`config.mk`:
```
export PLATFORM = sky130hd
export DESIGN_NAME = alu_sequencer_flat
export DESIGN_NICKNAME = d
export VERILOG_FILES = /design/src/rtl/alu_pkg.sv /design/src/rtl/alu_sequencer_if.sv /design/src/rtl/alu_mul_iter.sv /design/src/rtl/alu_sequencer.sv /design/src/flat_wrapper.sv
export SDC_FILE = /design/constraint.sdc
export NUM_CORES = 1
export LEC_CHECK = 0
export CAP_MARGIN = 10
export CORE_MARGIN = 1.5
export CORE_UTILIZATION = 51
export DETAILED_ROUTE_END_ITERATION = 8
export GPL_ROUTABILITY_DRIVEN = 1
export PLACE_DENSITY = 0.86
export SYNTH_ARGS = -nofsm -noshare
export SYNTH_HDL_FRONTEND = slang
export SYNTH_HIERARCHICAL = 1
export SYNTH_SLANG_ARGS = --single-unit
```
`constraint.sdc`:
```
create_clock -name CLK -period 2.9 [get_ports CLK]
set_input_delay 0.435 -clock CLK [delete_from_list [all_inputs] [get_ports CLK]]
set_output_delay 0.435 -clock CLK [all_outputs]
set_load 0.02 [all_outputs]
```
`src/rtl/alu_pkg.sv`:
```
`default_nettype none
// ============================================================================
// Module   : alu_pkg
// Brief    : Shared ALU op encodings, bus widths and sequencer state encoding.
// Revision : 1.0
// ============================================================================
package alu_pkg;

  localparam int DATA_W = 64;
  localparam int CTRL_W = 4;

  localparam logic [3:0] ALU_AND   = 4'b0000;
  localparam logic [3:0] ALU_OR    = 4'b0001;
  localparam logic [3:0] ALU_ADD   = 4'b0010;
  localparam logic [3:0] ALU_SUB   = 4'b0110;
  localparam logic [3:0] ALU_PASSB = 4'b0111;
  // Not an ALU encoding: the sequencer expands it into repeated ADDs.
  localparam logic [3:0] ALU_MUL   = 4'b1000;

  typedef enum logic [1:0] {
    ST_IDLE = 2'd0,
    ST_EXEC = 2'd1,
    ST_MUL  = 2'd2,
    ST_RESP = 2'd3
  } seq_state_e;

endpackage
`default_nettype wire

```
`src/rtl/alu_sequencer_if.sv`:
```
`default_nettype none
// ============================================================================
// Module   : alu_req_if / alu_bus_if
// Brief    : Request/response handshake channel and the ALU operand/result bus.
// Revision : 1.0
// ============================================================================
interface alu_req_if import alu_pkg::*; #(
  parameter int DATA_W = alu_pkg::DATA_W,
  parameter int CTRL_W = alu_pkg::CTRL_W
);
  logic              ReqValid;
  logic              ReqReady;
  logic [CTRL_W-1:0] ReqOp;
  logic [DATA_W-1:0] ReqA;
  logic [DATA_W-1:0] ReqB;
  logic              RspValid;
  logic              RspReady;
  logic [DATA_W-1:0] RspData;
  logic              RspZero;

  modport master (
    output ReqValid, ReqOp, ReqA, ReqB, RspReady,
    input  ReqReady, RspValid, RspData, RspZero
  );

  modport slave (
    input  ReqValid, ReqOp, ReqA, ReqB, RspReady,
    output ReqReady, RspValid, RspData, RspZero
  );
endinterface

interface alu_bus_if import alu_pkg::*; #(
  parameter int DATA_W = alu_pkg::DATA_W,
  parameter int CTRL_W = alu_pkg::CTRL_W
);
  logic [CTRL_W-1:0] ALUCtrl;
  logic [DATA_W-1:0] BusA;
  logic [DATA_W-1:0] BusB;
  logic [DATA_W-1:0] BusW;
  logic              Zero;

  modport master (
    output ALUCtrl, BusA, BusB,
    input  BusW, Zero
  );

  modport slave (
    input  ALUCtrl, BusA, BusB,
    output BusW, Zero
  );
endinterface
`default_nettype wire

```
`src/rtl/alu_mul_iter.sv`:
```
`default_nettype none
// ============================================================================
// Module   : alu_mul_iter
// Brief    : Shift-add multiply state; each step feeds one ADD through the ALU.
// Revision : 1.0
// ============================================================================
module alu_mul_iter import alu_pkg::*; #(
  parameter int DATA_W    = alu_pkg::DATA_W,
  parameter int MUL_ITERS = DATA_W
) (
  input  logic              clk,
  input  logic              rst_n,
  input  logic              start,
  input  logic              step,
  input  logic [DATA_W-1:0] mcand_i,
  input  logic [DATA_W-1:0] mplier_i,
  input  logic [DATA_W-1:0] bus_w,
  output logic [DATA_W-1:0] bus_a,
  output logic [DATA_W-1:0] bus_b,
  output logic              done
);

  localparam int              CNT_W    = (MUL_ITERS > 1) ? $clog2(MUL_ITERS) : 1;
  localparam logic [CNT_W-1:0] LAST_CNT = CNT_W'(MUL_ITERS - 1);

  logic [DATA_W-1:0] acc_q,    acc_d;
  logic [DATA_W-1:0] mcand_q,  mcand_d;
  logic [DATA_W-1:0] mplier_q, mplier_d;
  logic [CNT_W-1:0]  cnt_q,    cnt_d;

  always_ff @(posedge clk or negedge rst_n) begin
    if (!rst_n) begin
      acc_q    <= '0;
      mcand_q  <= '0;
      mplier_q <= '0;
      cnt_q    <= '0;
    end else begin
      acc_q    <= acc_d;
      mcand_q  <= mcand_d;
      mplier_q <= mplier_d;
      cnt_q    <= cnt_d;
    end
  end

  always_comb begin
    acc_d    = acc_q;
    mcand_d  = mcand_q;
    mplier_d = mplier_q;
    cnt_d    = cnt_q;
    if (start) begin
      acc_d    = '0;
      mcand_d  = mcand_i;
      mplier_d = mplier_i;
      cnt_d    = '0;
    end else if (step) begin
      acc_d    = bus_w;
      mcand_d  = mcand_q << 1;
      mplier_d = mplier_q >> 1;
      cnt_d    = cnt_q + CNT_W'(1);
    end
  end

  // No early exit on a zero multiplier, so the latency never depends on data.
  always_comb begin
    bus_a = acc_q;
    bus_b = mplier_q[0] ? mcand_q : '0;
    done  = step && (cnt_q == LAST_CNT);
  end

endmodule
`default_nettype wire

```
`src/rtl/alu_sequencer.sv`:
```
`default_nettype none
// ============================================================================
// Module   : alu_sequencer
// Brief    : Handshaked front end driving a combinational ALU, with MUL built
//            from repeated ALU ADDs.
// Revision : 1.0
// ============================================================================
module alu_sequencer import alu_pkg::*; #(
  parameter int DATA_W    = alu_pkg::DATA_W,
  parameter int CTRL_W    = alu_pkg::CTRL_W,
  parameter int MUL_ITERS = DATA_W
) (
  input  logic       CLK,
  input  logic       Resetl,
  alu_req_if.slave   req,
  alu_bus_if.master  alu
);

  seq_state_e        state_q, state_d;
  logic [CTRL_W-1:0] op_q, op_d;
  logic [DATA_W-1:0] a_q, a_d;
  logic [DATA_W-1:0] b_q, b_d;
  logic [DATA_W-1:0] rsp_data_q, rsp_data_d;
  logic              rsp_zero_q, rsp_zero_d;

  logic              accept;
  logic              mul_start;
  logic              mul_done;
  logic [DATA_W-1:0] mul_bus_a;
  logic [DATA_W-1:0] mul_bus_b;

  assign accept    = (state_q == ST_IDLE) && req.ReqValid;
  assign mul_start = accept && (req.ReqOp == CTRL_W'(ALU_MUL));

  alu_mul_iter #(
    .DATA_W    (DATA_W),
    .MUL_ITERS (MUL_ITERS)
  ) u_mul (
    .clk      (CLK),
    .rst_n    (Resetl),
    .start    (mul_start),
    .step     (state_q == ST_MUL),
    .mcand_i  (req.ReqA),
    .mplier_i (req.ReqB),
    .bus_w    (alu.BusW),
    .bus_a    (mul_bus_a),
    .bus_b    (mul_bus_b),
    .done     (mul_done)
  );

  always_ff @(posedge CLK or negedge Resetl) begin
    if (!Resetl) begin
      state_q    <= ST_IDLE;
      op_q       <= '0;
      a_q        <= '0;
      b_q        <= '0;
      rsp_data_q <= '0;
      rsp_zero_q <= 1'b0;
    end else begin
      state_q    <= state_d;
      op_q       <= op_d;
      a_q        <= a_d;
      b_q        <= b_d;
      rsp_data_q <= rsp_data_d;
      rsp_zero_q <= rsp_zero_d;
    end
  end

  always_comb begin
    state_d = state_q;
    case (state_q)
      ST_IDLE: if (req.ReqValid) state_d = mul_start ? ST_MUL : ST_EXEC;
      ST_EXEC: state_d = ST_RESP;
      ST_MUL:  if (mul_done) state_d = ST_RESP;
      ST_RESP: if (req.RspReady) state_d = ST_IDLE;
      default: state_d = ST_IDLE;
    endcase
  end

  // The MUL zero flag is derived from the final sum itself, since the ALU's
  // Zero reflects the same value only by coincidence of the ADD encoding.
  always_comb begin
    op_d       = op_q;
    a_d        = a_q;
    b_d        = b_q;
    rsp_data_d = rsp_data_q;
    rsp_zero_d = rsp_zero_q;
    if (accept) begin
      op_d = req.ReqOp;
      a_d  = req.ReqA;
      b_d  = req.ReqB;
    end
    if (state_q == ST_EXEC) begin
      rsp_data_d = alu.BusW;
      rsp_zero_d = alu.Zero;
    end else if (mul_done) begin
      rsp_data_d = alu.BusW;
      rsp_zero_d = (alu.BusW == '0);
    end
  end

  // ALU buses depend only on state and registers, never directly on Req*.
  always_comb begin
    req.ReqReady = (state_q == ST_IDLE);
    req.RspValid = (state_q == ST_RESP);
    req.RspData  = rsp_data_q;
    req.RspZero  = rsp_zero_q;
    alu.ALUCtrl  = '0;
    alu.BusA     = '0;
    alu.BusB     = '0;
    case (state_q)
      ST_EXEC: begin
        alu.ALUCtrl = op_q;
        alu.BusA    = a_q;
        alu.BusB    = b_q;
      end
      ST_MUL: begin
        alu.ALUCtrl = CTRL_W'(ALU_ADD);
        alu.BusA    = mul_bus_a;
        alu.BusB    = mul_bus_b;
      end
      default: ;
    endcase
  end

endmodule
`default_nettype wire
```
`src/flat_wrapper.sv`:
```
// flat-port wrapper written by rule: the top's interface ports become plain ports
module alu_sequencer_flat import alu_pkg::*;
#(
  parameter int DATA_W    = alu_pkg::DATA_W,
  parameter int CTRL_W    = alu_pkg::CTRL_W,
  parameter int MUL_ITERS = DATA_W
)
  (CLK, Resetl, req_ReqValid, req_ReqOp, req_ReqA, req_ReqB, req_RspReady, req_ReqReady, req_RspValid, req_RspData, req_RspZero, alu_ALUCtrl, alu_BusA, alu_BusB, alu_BusW, alu_Zero);
  alu_req_if #(.DATA_W(DATA_W), .CTRL_W(CTRL_W)) req_i ();
  alu_bus_if #(.DATA_W(DATA_W), .CTRL_W(CTRL_W)) alu_i ();
  input  logic CLK;
  input  logic Resetl;
  input wire logic [$bits(req_i.ReqValid)-1:0] req_ReqValid;
  input wire logic [$bits(req_i.ReqOp)-1:0] req_ReqOp;
  input wire logic [$bits(req_i.ReqA)-1:0] req_ReqA;
  input wire logic [$bits(req_i.ReqB)-1:0] req_ReqB;
  input wire logic [$bits(req_i.RspReady)-1:0] req_RspReady;
  output wire logic [$bits(req_i.ReqReady)-1:0] req_ReqReady;
  output wire logic [$bits(req_i.RspValid)-1:0] req_RspValid;
  output wire logic [$bits(req_i.RspData)-1:0] req_RspData;
  output wire logic [$bits(req_i.RspZero)-1:0] req_RspZero;
  output wire logic [$bits(alu_i.ALUCtrl)-1:0] alu_ALUCtrl;
  output wire logic [$bits(alu_i.BusA)-1:0] alu_BusA;
  output wire logic [$bits(alu_i.BusB)-1:0] alu_BusB;
  input wire logic [$bits(alu_i.BusW)-1:0] alu_BusW;
  input wire logic [$bits(alu_i.Zero)-1:0] alu_Zero;
  assign req_i.ReqValid = req_ReqValid;
  assign req_i.ReqOp = req_ReqOp;
  assign req_i.ReqA = req_ReqA;
  assign req_i.ReqB = req_ReqB;
  assign req_i.RspReady = req_RspReady;
  assign req_ReqReady = req_i.ReqReady;
  assign req_RspValid = req_i.RspValid;
  assign req_RspData = req_i.RspData;
  assign req_RspZero = req_i.RspZero;
  assign alu_ALUCtrl = alu_i.ALUCtrl;
  assign alu_BusA = alu_i.BusA;
  assign alu_BusB = alu_i.BusB;
  assign alu_i.BusW = alu_BusW;
  assign alu_i.Zero = alu_Zero;
  alu_sequencer #(.DATA_W(DATA_W), .CTRL_W(CTRL_W), .MUL_ITERS(MUL_ITERS)) u_core (.CLK(CLK), .Resetl(Resetl), .req(req_i), .alu(alu_i));
endmodule
```
### After elaboration in Yosys (flattened, before gate mapping)

Cells that the tools add are included.

| storage, ports and cells | value |
|---|---|
| output and inout bits | 199 |
| bits of input ports | 201 |
| register bits after elaboration | 397 |
| logic and storage cells | 48 |

| cells by class | value |
|---|---|
| add/subtract/negate cells | 1 |
| eq/ne operators | 8 |
| reduce and logical (&&, ||, !) cells | 8 |
| multiplexer cells | 21 |

Operator list:

| operator | count |
|---|---|
| $mux 64 | 9 |
| $pmux 64 s2 | 2 |
| $logic_not 64->1 | 1 |
| $mux 6 | 2 |
| $mux 2 | 4 |
| $pmux 2 s4 | 1 |
| $pmux 4 s2 | 1 |
| $add 6x1->6 const B | 1 |
| $eq 6x6->1 const B | 1 |
| $eq 2x2->1 const B | 2 |
| $eq 4x4->1 const B | 1 |
| $ne 2x2->1 const B | 2 |
| $reduce_bool 2->1 | 2 |
| $logic_and 1x1->1 | 3 |
| $reduce_and 3->1 | 1 |
| $eq 2x1->1 const B | 1 |
| $logic_not 2->1 | 1 |
| $mux 1 | 2 |
| $ne 2x1->1 const B | 1 |

### Logic depth before layout (Yosys ltp)

Gate-level depths: netlist (run 1).

| depth | value |
|---|---|
| depth after elaboration | 6 |
| mapped depth | 11 |
| depth with buffers taken out | 8 |

### Cells and area by module

Netlist (run 1), hierarchy kept.

By module, submodules not included:

| module | cells an instance | sequential area each (um^2) | area each (um^2) | times used |
|---|---|---|---|---|
| alu_mul_iter | 860 | 4954.8 | 9186.3 | 1 |
| alu_sequencer | 623 | 4979.8 | 8964.8 | 1 |

### Worst setup path before layout (run 1)

Ideal clock, no wire load.

| timing | value |
|---|---|
| path type | register to register |
| from | register u_core.state_q[0] |
| to | register u_core.rsp_data_q[24] (netlist: u_core/req.RspData[24]) |
| library setup time | 125 ps |
| data required time | 2775 ps |
| cell stages (with the launch flop) | 11 |
| slack | 825 ps |
| period minus slack after synthesis | 2075 ps |
| buffers on the path | 4 |
| arrival | 1951 ps |
| cell sequence | dfrtp_1 > inv_1 > ha_1 > buf_4 > buf_6 > nand4_1 > nor2_1 > nor2_1 > buf_2 > buf_6 > mux2_2 |

| between the ends | value |
|---|---|
| word-level cells in the longest chain between the ends | 3 |
| elaborated cells on any way between the ends | 5 |
| classes of those cells | eq/ne (2); mux (1); reduce/logical (2) |

RTL lines:

| what | line | text |
|---|---|---|
| start: declaration | alu_sequencer.sv:19 | `seq_state_e state_q, state_d;` |
| start signal: assignment | alu_sequencer.sv:60 | `state_q <= state_d;` |
| $eq 2x2->1 | alu_sequencer.sv:42 | `.step (state_q == ST_MUL),` |
| $logic_and 1x1->1 | alu_mul_iter.sv:67 | `done = step && (cnt_q == LAST_CNT);` |
| named net u_core.mul_done | alu_sequencer.sv:28 | `logic mul_done;` |
| $reduce_bool 2->1 (no source line) | -- |  |
| end signal: assignment | alu_sequencer.sv:64 | `rsp_data_q <= rsp_data_d;` |
| end: declaration | alu_sequencer.sv:23 | `logic [DATA_W-1:0] rsp_data_q, rsp_data_d;` |

The timed path passes the listed nets, and every way through them passes these cells.
A chain may end at the register's enable or synchronous reset.

### Worst setup path after layout (run 1)

| timing | value |
|---|---|
| from | register u_core.state_q[0] |
| to | output port alu_BusB[54] |

| between the ends | value |
|---|---|
| word-level cells in the longest chain between the ends | 2 |
| elaborated cells on any way between the ends | 3 |
| classes of those cells | eq/ne (2); mux (1) |

RTL lines:

| what | line | text |
|---|---|---|
| $eq 2x2->1 or $eq 2x1->1 (tied branches) | alu_sequencer.sv:111 | `case (state_q)` |
| $pmux 64 s2 * | alu_sequencer.sv:111 |  |
| end: declaration | flat_wrapper.sv:24 | `output wire logic [$bits(alu_i.BusB)-1:0] alu_BusB;` |

Every way passes the cells marked *; elsewhere a longest branch is shown, timed or not.

==> results of run 1 <==
[flip-flops by register name, indices dropped and copies added, names as in the netlist]
name / flops
u_core/req.RspData: 64
u_core/b_q: 64
u_core/a_q: 64
u_core/req.RspZero: 1
u_core/u_mul/mplier_q: 64
u_core/u_mul/mcand_q: 64
u_core/u_mul/bus_a: 64
u_core/state_q: 2
u_core/u_mul/cnt_q: 6
u_core/op_q: 4
[worst max path at each step]
stage,startpoint,cells after the start,slack (ns),endpoint
after floorplan,u_core/state_q[0],10,0.82,u_core/req.RspData[24]
after CTS,u_core/state_q[0],7,0.02,alu_BusA[15]
after detailed placement,u_core/state_q[1],6,0.09,alu_BusA[11]
final,u_core/state_q[0],7,0.06,alu_BusB[54]
after global placement,u_core/state_q[1],6,0.16,alu_BusA[13]
after global routing,u_core/state_q[0],7,0.0007,alu_BusB[32]
[power groups by stage]
stage | clock network (mW) | logic (mW) | registers, mW
after CTS | 5.99 | 13.9 | 10.2
after detailed placement | 0 | 13.9 | 10.3
after floorplan | 0 | 8.54 | 9.97
after global routing | 6.20 | 14.6 | 10.5
after global placement | 0 | 13.5 | 10.2
final | 5.91 | 13.7 | 10.3
[metrics by stage]
step                      utilization (%)  power, mW  instance area (sq um)
final                               69.15      29.92                  24060
after CTS                           69.67      30.12                  24240
after global routing                69.14      31.34                  24060
after detailed placement            64.66      24.14                  22500
after floorplan                         -      18.51                  18150
after global placement              64.66      23.72                  22500
[metal layers]
| metal | GRT usage, % | vias to the layer above | share of wire, % |
|---|---|---|---|
| met4 | 11.87 | 2 | 3.8 |
| met1 | 39.25 | 6894 | 40 |
| met5 | 0 | - | 0.023 |
| li1 | - | 6056 | - |
| met2 | 51.63 | 694 | 48 |
| met3 | 6.395 | 114 | 8.5 |
[critical path, cell delays in order, from the launching register on]
cell and delay (ns):
dfrtp_1 0.40, inv_2 0.12, buf_12 0.11, ha_4 0.15, and2_4 0.21, bufbuf_16 0.35, a22o_1 0.19, dlygate4sd2_1 0.34
[layout by cell type (no fill, tap or decap), types with 31 or more instances in the layout]
cell             count
a22o_1             128
and2_1              64
buf_4               31
clkbuf_16           45
clkdlybuf4s50_1    269
dfrtp_1            396
dlygate4sd2_1       78
mux2_2             196
mux2i_1            191
nand2_1            130
nor2_1              72
o21ai_0             68
o21ai_1             63
[timing repair]
| action | CTS | global route |
|---|---|---|
| hold buffers | 1 | 0 |
| buffers inserted | 9 | 1 |
| gates resized for setup | 182 | 51 |
| endpoints found under the setup margin | 128 | 44 |
| cloned | 4 | 0 |
| hold endpoints to repair | 74 | 0 |
| pin swaps | 2 | 0 |
[final cells by class]
cell class / count / area (sq um)
antenna: 3 / 7.507
clock buffer: 59 / 1299
clock inverter: 19 / 250.2
fill: 2500 / 10740
inverter: 6 / 30.03
multi-input combinational: 966 / 7490
sequential: 397 / 9936
tap: 455 / 569.3
timing repair buffer: 450 / 4481
[synth_stat cells, drive strengths merged]
cell type,number
ha,5
a222oi,1
mux2i,191
nand4,5
clkbuf,29
dfrtp,397
a31oi,1
mux2,196
or3,2
and2,66
nand2,131
xnor2,1
and3,3
a21o,1
o21ai,131
nor3,1
a22oi,1
nand2b,3
o211ai,1
buf,85
nand3,4
inv,6
a22o,128
nor4b,1
xor2,3
a21oi,1
nor4,13
or4,3
nor2,73
[kinds of logic (layout without fill, tap and decap cells)]
kind of cell               Yosys count  count (layout)  synth area share, %
muxes                              387             387                22.69
other                                0               3                    0
buffers and inverters              120             534                4.253
AOI/OAI and AO/OA                  265             265                10.03
and+or+nand+nor                    305             305                7.755
DFF                                397             397                54.73
adders and majority gates            5               5               0.3447
xor gates and xnor gates             4               4               0.1930
==> flow_summary_export.csv, run 1 <==
group,metric,value,unit
route,vias_per_cell,5.843,
final_layout,nets,2069,
placed_design,place_ws,0.08671,ns
worst_setup_path,start_kind,"flop",
clock_network,numCtsBuffers,42,
route,drt_pass1_iterations,6,
synthesis,synth_nets,1689,
synthesis,synth_top_area_share,54.73,%
synthesis,syn_area,18150,sq um
clock_network,clk_latency,0.53,ns
timing,max_slew_margin,40.73,%
clock_network,cts_max_level,2,
synthesis,ys_seq_area_share,54.73,%
final_layout,syn2layout_area_growth,32.56,%
placed_design,placed_cells,2260,
floorplanning,io_pins,400,
worst_setup_path,cp_max_fo,27,
worst_setup_path,reg2reg_to,"u_core/u_mul/cnt_q[5]",
clock_network,clk_pin_slew,0.07,ns
timing,hold_viol_final,0,
power,pwr_density_cell,1244,nW/um^2
floorplanning,floorplan.rows,68,
global_route,overflow,0,
final_layout,drive_above_1_share,19.82,%
floorplanning,die_h,191.7,microns
timing,tightest_slew,0.8890,ns
worst_setup_path,critPathKind,"flop to output port",
worst_hold_path,hold_class,"primary input to flop",
route,drcViolationCount,0,
clock_network,cts_buffer_depth,3,
route,drt-wirelength-per-cell,23.90,microns
route,ant_nets,0,
floorplanning,fp.dieArea,36730,sq um
power,peakVddDrop,0.8623,mV
worst_setup_path,reg2reg_slack,0.36,ns
power,intPower,18.63,mW
power,switching_share,37.72,%
clock_network,cts_tree,"yes",
clock_network,numClockSinks,397,
timing,finalCriticalPeriod,2.839,ns
timing,final_max_slew_viol_count,0,
status,status,"complete, no violations",
worst_setup_path,crit_arrival,2.40,ns
worst_setup_path,crit_required,2.47,ns
synthesis,ys_types,35,
timing,finalCritPeriodShare,97.88,%
route,drt_iter0_drc,952,
timing,tns,0,ns
floorplanning,die_x,191.7,microns
timing,fin_ws,0.06139,ns
worst_hold_path,whs_endpoint,"u_core/u_mul/mcand_q[27]",
synthesis,ys.warnings.count,6,
power,combPwrFrac,46.0,%
global_route,grtUsageTotal,30.79,%
placed_design,hpwlAfterDp,39.22,mm
worst_hold_path,hold_path.startpoint,"req_ReqA[27]",
route,vias,13760,
synthesis,yosysTopAreaCell,"dfrtp_1",
global_route,grt_pass1_vias,14240,
timing,hold_ws,0.4947,ns
synthesis,yosys-top-cells-area,"dfrtp_1, mux2_2, mux2i_1",
power,power_frac_clock,19.7,%
floorplanning,coreArea,34800,sq um
final_layout,stdcell_count,2355,
power,power.switching,11.29,mW
placed_design,gp_congestion,0.9309,
placed_design,port_buffers,399,
synthesis,syn_inst,1483,
clock_network,root_buffer,"clkbuf_16",
worst_setup_path,ff2ff_path_depth,8,
floorplanning,initial_core_util,52.16,%
worst_setup_path,reg2reg_from,"u_core/state_q[0]",
route,routed_wl,56.28,mm
worst_setup_path,end_kind,"output port",
timing,fmax,0.3523,GHz
timing,setup_viol,0,
run,drv_cap,0,
worst_hold_path,whs_path_depth,3,
timing,rsz0062_at_grt,"false",
timing,skew,0.01012,ns
power,p_leak,10.36,nW
global_route,grt_pass1_wl,85.37,mm
global_route,grt_max_degree,116,
synthesis,synth.avg_cell_area,12.24,sq um
power,seqPwrFrac,34.3,%
global_route,antenna_found_initial,4,
synthesis,synth-seq-cells,397,
(Power assumes the default switching activity.)
==> run 2: changes to the inputs <==
==> constraint.sdc (replaced) <==
create_clock -name CLK -period 3.1 [get_ports CLK]
set_input_delay 0.465 -clock CLK [delete_from_list [all_inputs] [get_ports CLK]]
set_output_delay 0.465 -clock CLK [all_outputs]
set_load 0.02 [all_outputs]
==> flow_summary_export.csv, run 2 (synthesis results as in run 1) <==
group,metric,value,unit
worst_setup_path,reg2reg_from,"u_core/state_q[0]",
clock_network,clk_pin_slew,0.06,ns
worst_setup_path,crit_buf_inv,3,
clock_network,clk_latency,0.54,ns
timing,max_slew_margin,27.25,%
worst_setup_path,reg2reg_slack,0.65,ns
worst_setup_path,cp_max_fo,50,
final_layout,layout_common_cells,"dfrtp_1, clkdlybuf4s50_1, mux2_2",
power,peakVddDrop,1.134,mV
placed_design,place_ws,0.3290,ns
clock_network,numCtsBuffers,43,
route,routed_wl,56.83,mm
timing,hold_viol_final,0,
placed_design,port_buffers,399,
worst_setup_path,path_cells,"inv_1 -> ha_2 -> and2_4 -> buf_16 -> a22o_1 -> dlygate4sd2_1",
clock_network,root_buffer,"clkbuf_16",
global_route,antenna_found_initial,5,
floorplanning,coreArea,34800,sq um
floorplanning,fp.dieArea,36730,sq um
global_route,grt_max_degree,151,
worst_setup_path,ff2ff_path_depth,7,
route,maxUsedRoutingLayer,"met5",
clock_network,cts_tree,"yes",
timing,final_max_slew_viol_count,0,
timing,skew,0.006129,ns
timing,rsz0062_at_grt,"false",
power,pwr_density_cell,1156,nW/um^2
floorplanning,floorplan.rows,68,
clock_network,cts_buffer_depth,3,
worst_setup_path,reg2reg_to,"u_core/req.RspData[6]",
final_layout,drive_above_1_share,16.82,%
route,drt_pass1_iterations,7,
timing,finalCritPeriodShare,97.25,%
floorplanning,initial_core_util,52.16,%
timing,setup_viol,0,
route,drt_iter0_drc,838,
route,ant_nets,0,
worst_setup_path,crit_slowest_cell,"dfrtp_1",
worst_setup_path,crit_arrival,2.55,ns
route,vias_per_cell,5.897,
timing,tns,0,ns
global_route,grtUsageTotal,31.19,%
route,vias,13780,
route,drcViolationCount,0,
timing,finalCriticalPeriod,3.015,ns
worst_setup_path,crit_required,2.63,ns
final_layout,stdcell_count,2336,
route,drt-wirelength-per-cell,24.33,microns
route,met2_wirelength,27.18,mm
worst_setup_path,cp_top_family,"buffers and inverters",
power,p_leak,10.26,nW
timing,tightest_slew,1.091,ns
route,m1WireLength,22.25,mm
clock_network,numClockSinks,397,
floorplanning,die_h,191.7,microns
global_route,grt_pass1_vias,14310,
timing,fmax,0.3317,GHz
route,dr_wl_met3,4.559,mm
worst_hold_path,hold_class,"primary input to async pin",
final_layout,nets,2051,
global_route,grt_pass1_wl,85.95,mm
worst_setup_path,end_kind,"output port",
clock_network,cts_max_level,2,
placed_design,hpwlAfterDp,39.01,mm
placed_design,placed_cells,2250,
floorplanning,die_x,191.7,microns
worst_setup_path,critPathKind,"flop to output port",
status,status,"complete, no violations",
final_layout,final_common_cell,"dfrtp_1",
floorplanning,io_pins,400,
placed_design,gp_congestion,0.9491,
worst_setup_path,cpPeakStageDelay,0.42,ns
timing,fin_ws,0.08521,ns
global_route,overflow,0,
run,drv_cap,0,
worst_setup_path,start_kind,"flop",
final_layout,syn2layout_area_growth,31.07,%
[run 2: what timing repair did]
action	4_1_cts	5_1_grt
endpoints found under the setup margin	123	26
cloned	3	0
resized for setup	129	11
endpoints found under the hold margin	56	0
hold buffers	1	0
setup buffers	1	0
[run 2: cell type report]
cell class                 instances  area [sq um]
fill                            2572         11010
sequential                       397          9936
multi-input combinational        966          7480
timing repair buffer             431          4330
clock buffer                      64          1277
tap                              455         569.3
clock inverter                    15         163.9
inverter                           6         30.03
antenna                            2         5.005
[run 2: routing by layer]
layer,up-vias,track usage (%)
li1,6021,-
met1,6938,39.41
met2,665,50.98
met3,145,7.126
met4,6,14.63
met5,-,0
[run 2: worst max-delay path by stage]
stage	cells past startpoint	start	slack [ns]	end
floorplan	10	u_core/state_q[0]	1.02	u_core/req.RspData[24]
CTS	6	u_core/state_q[1]	0.05	alu_BusB[59]
global route	6	u_core/state_q[1]	0.004	alu_BusA[16]
global placement	6	u_core/state_q[1]	0.41	alu_BusB[25]
detailed placement	6	u_core/state_q[1]	0.33	alu_BusB[35]
finish	6	u_core/state_q[1]	0.09	alu_BusA[27]
[run 2: worst reg2reg max path, cell delays in order (launching register included)]
cell	delay (ns)
dfrtp_1	0.39
inv_1	0.11
ha_4	0.20
nand4_1	0.13
nor2_1	0.12
nor2_4	0.48
buf_4	0.49
mux2_2	0.41
[run 2: power by group]
part,switching [mW],internal [mW]
clock,2.11,3.11
combinational,6.64,6.08
sequential,1.84,7.73
[run 2: per-stage QoR]
| step | utilization, % | hold WS, ns | total power, mW | area (sq um) |
|---|---|---|---|---|
| 2_1_floorplan | - | 0.1694 | 17.32 | 18150 |
| 3_3_place_gp | 64.30 | 0.4598 | 22.15 | 22370 |
| 3_5_place_dp | 64.30 | 0.4617 | 22.61 | 22370 |
| 4_1_cts | 68.38 | 0.4849 | 27.56 | 23800 |
| 5_1_grt | 68.36 | 0.5033 | 28.84 | 23790 |
| 6_report | 68.37 | 0.4909 | 27.51 | 23790 |
==> run 3: changes to the inputs <==
--- a/config.mk
+++ b/config.mk
@@ -5,7 +5,7 @@
 export SDC_FILE = /design/constraint.sdc
 export NUM_CORES = 1
 export LEC_CHECK = 0
-export CAP_MARGIN = 10
+export CAP_MARGIN = 20
 export CORE_MARGIN = 1.5
 export CORE_UTILIZATION = 51
 export DETAILED_ROUTE_END_ITERATION = 8
==> constraint.sdc (replaced) <==
create_clock -name CLK -period 3.1 [get_ports CLK]
set_input_delay 0.465 -clock CLK [delete_from_list [all_inputs] [get_ports CLK]]
set_output_delay 0.465 -clock CLK [all_outputs]
set_load 0.05 [all_outputs]
==> flow_summary_export.csv, run 3 (synthesis results as in run 1) <==
group,metric,value,unit
clock_network,numClockSinks,397,
global_route,grt_max_degree,125,
final_layout,final_common_cell,"dfrtp_1",
route,drcViolationCount,0,
clock_network,cts_max_level,2,
worst_setup_path,reg2reg_slack,0.55,ns
route,drt_iter0_drc,1157,
timing,fmax,0.3179,GHz
placed_design,gp_congestion,0.8999,
floorplanning,coreArea,34800,sq um
timing,finalCritPeriodShare,101.5,%
route,drt-wirelength-per-cell,24.69,microns
power,peakVddDrop,1.156,mV
final_layout,syn2layout_area_growth,40.16,%
floorplanning,fp.dieArea,36730,sq um
worst_setup_path,start_kind,"flop",
timing,fin_ws,-0.04546,ns
clock_network,root_buffer,"clkbuf_16",
status,violations,"negative setup slack",
placed_design,place_ws,0.4311,ns
worst_setup_path,reg2reg_to,"u_core/u_mul/bus_a[54]",
global_route,grt_pass1_vias,14290,
route,drt_pass1_iterations,6,
global_route,antenna_found_initial,5,
timing,max_slew_margin,32.73,%
timing,finalCriticalPeriod,3.145,ns
global_route,overflow,0,
floorplanning,initial_core_util,52.16,%
route,vias_per_cell,5.919,
clock_network,numCtsBuffers,42,
route,vias,13880,
worst_hold_path,hold_class,"primary input to async pin",
timing,hold_viol_final,0,
clock_network,cts_buffer_depth,3,
floorplanning,floorplan.rows,68,
worst_setup_path,critPathKind,"flop to output port",
route,routed_wl,57.90,mm
global_route,grtUsageTotal,30.77,%
worst_setup_path,ff2ff_path_depth,6,
timing,setup_viol,5,
worst_setup_path,reg2reg_from,"u_core/state_q[0]",
worst_setup_path,crit_required,2.63,ns
clock_network,clk_pin_slew,0.06,ns
final_layout,stdcell_count,2345,
timing,tightest_slew,1.009,ns
floorplanning,die_h,191.7,microns
placed_design,hpwlAfterDp,39.83,mm
route,ant_nets,0,
floorplanning,io_pins,400,
timing,skew,0.02562,ns
placed_design,port_buffers,399,
power,p_leak,10.53,nW
final_layout,nets,2064,
worst_setup_path,crit_arrival,2.68,ns
clock_network,cts_tree,"yes",
status,status,"complete, but fails checks",
final_layout,final_cell_area,25440,sq um
worst_setup_path,cp_max_fo,55,
timing,rsz0062_at_grt,"true",
final_layout,drive_above_1_share,23.83,%
run,drv_cap,0,
floorplanning,die_x,191.7,microns
timing,hold_ws,0.5056,ns
power,pwr_density_cell,1352,nW/um^2
timing,final_max_slew_viol_count,0,
placed_design,placed_area,23780,sq um
clock_network,clk_latency,0.54,ns
placed_design,placed_cells,2258,
final_layout,layout_common_cells,"dfrtp_1, clkdlybuf4s50_1, mux2_2",
global_route,grt_pass1_wl,85.53,mm
worst_setup_path,end_kind,"output port",
run 3: layout make-up:
| cell class | instances | area (sq um) |
|---|---|---|
| Antenna cell | 2 | 5.005 |
| Multi-Input combinational cell | 967 | 7502 |
| Inverter | 6 | 30.03 |
| Clock buffer | 64 | 1265 |
| Tap cell | 455 | 569.3 |
| Sequential cell | 397 | 9936 |
| Clock inverter | 10 | 181.4 |
| Timing Repair Buffer | 444 | 5952 |
| Fill cell | 2220 | 9358 |
run 3: timing repair:
item	CTS	global route
setup buffers	1	5
hold buffers	1	0
cloned	1	3
gates resized for setup	5	7
setup endpoints to repair	115	114
endpoints found under the hold margin	62	0
pin swaps	1	0
run 3: per-stage QoR:
step	total power, mW	util, %	TNS [ns]
2_1_floorplan	20.61	-	0
3_3_place_gp	28.01	68.33	0
3_5_place_dp	28.55	68.33	0
4_1_cts	34.06	72.61	-0.02907
5_1_grt	35.65	73.10	-1.021
6_report	34.39	73.11	-0.09246
run 3: worst max-delay path by stage:
stage	from	to	slack (ns)
3_3_place_gp	u_core/state_q[1]	alu_BusB[1]	0.52
4_1_cts	u_core/state_q[1]	alu_BusB[0]	-0.03
3_5_place_dp	u_core/state_q[1]	alu_BusB[0]	0.43
5_1_grt	u_core/state_q[1]	alu_BusB[2]	-0.07
2_1_floorplan	u_core/state_q[1]	alu_BusA[14]	0.90
6_report	u_core/state_q[1]	alu_BusB[2]	-0.05
run 3: where the power goes:
part | leakage [nW] | switching (mW) | internal (mW)
clock | 0.708 | 2.04 | 3.22
sequential | 4.60 | 1.84 | 7.74
combinational | 5.22 | 10.7 | 8.86
total | 10.5 | 14.6 | 19.8
run 3: worst max-delay path: stages, from the launching register on:
cell and delay, ns:
dfrtp_1 0.47, inv_1 0.13, ha_2 0.45, and2_4 0.28, buf_16 0.26, a22o_1 0.31, buf_12 0.17
run 3: layer usage:
layer  share of wire (%)  wire length (microns)  global-route usage [%]  up-vias
met5               0.060                     35                       0        -
met4                 4.1                   2400                   11.66        6
met3                 8.6                   4998                   7.857      130
met2                  49                  28660                   52.03      702
met1                  38                  21800                   37.92     6995
li1                    -                      -                       -     6048
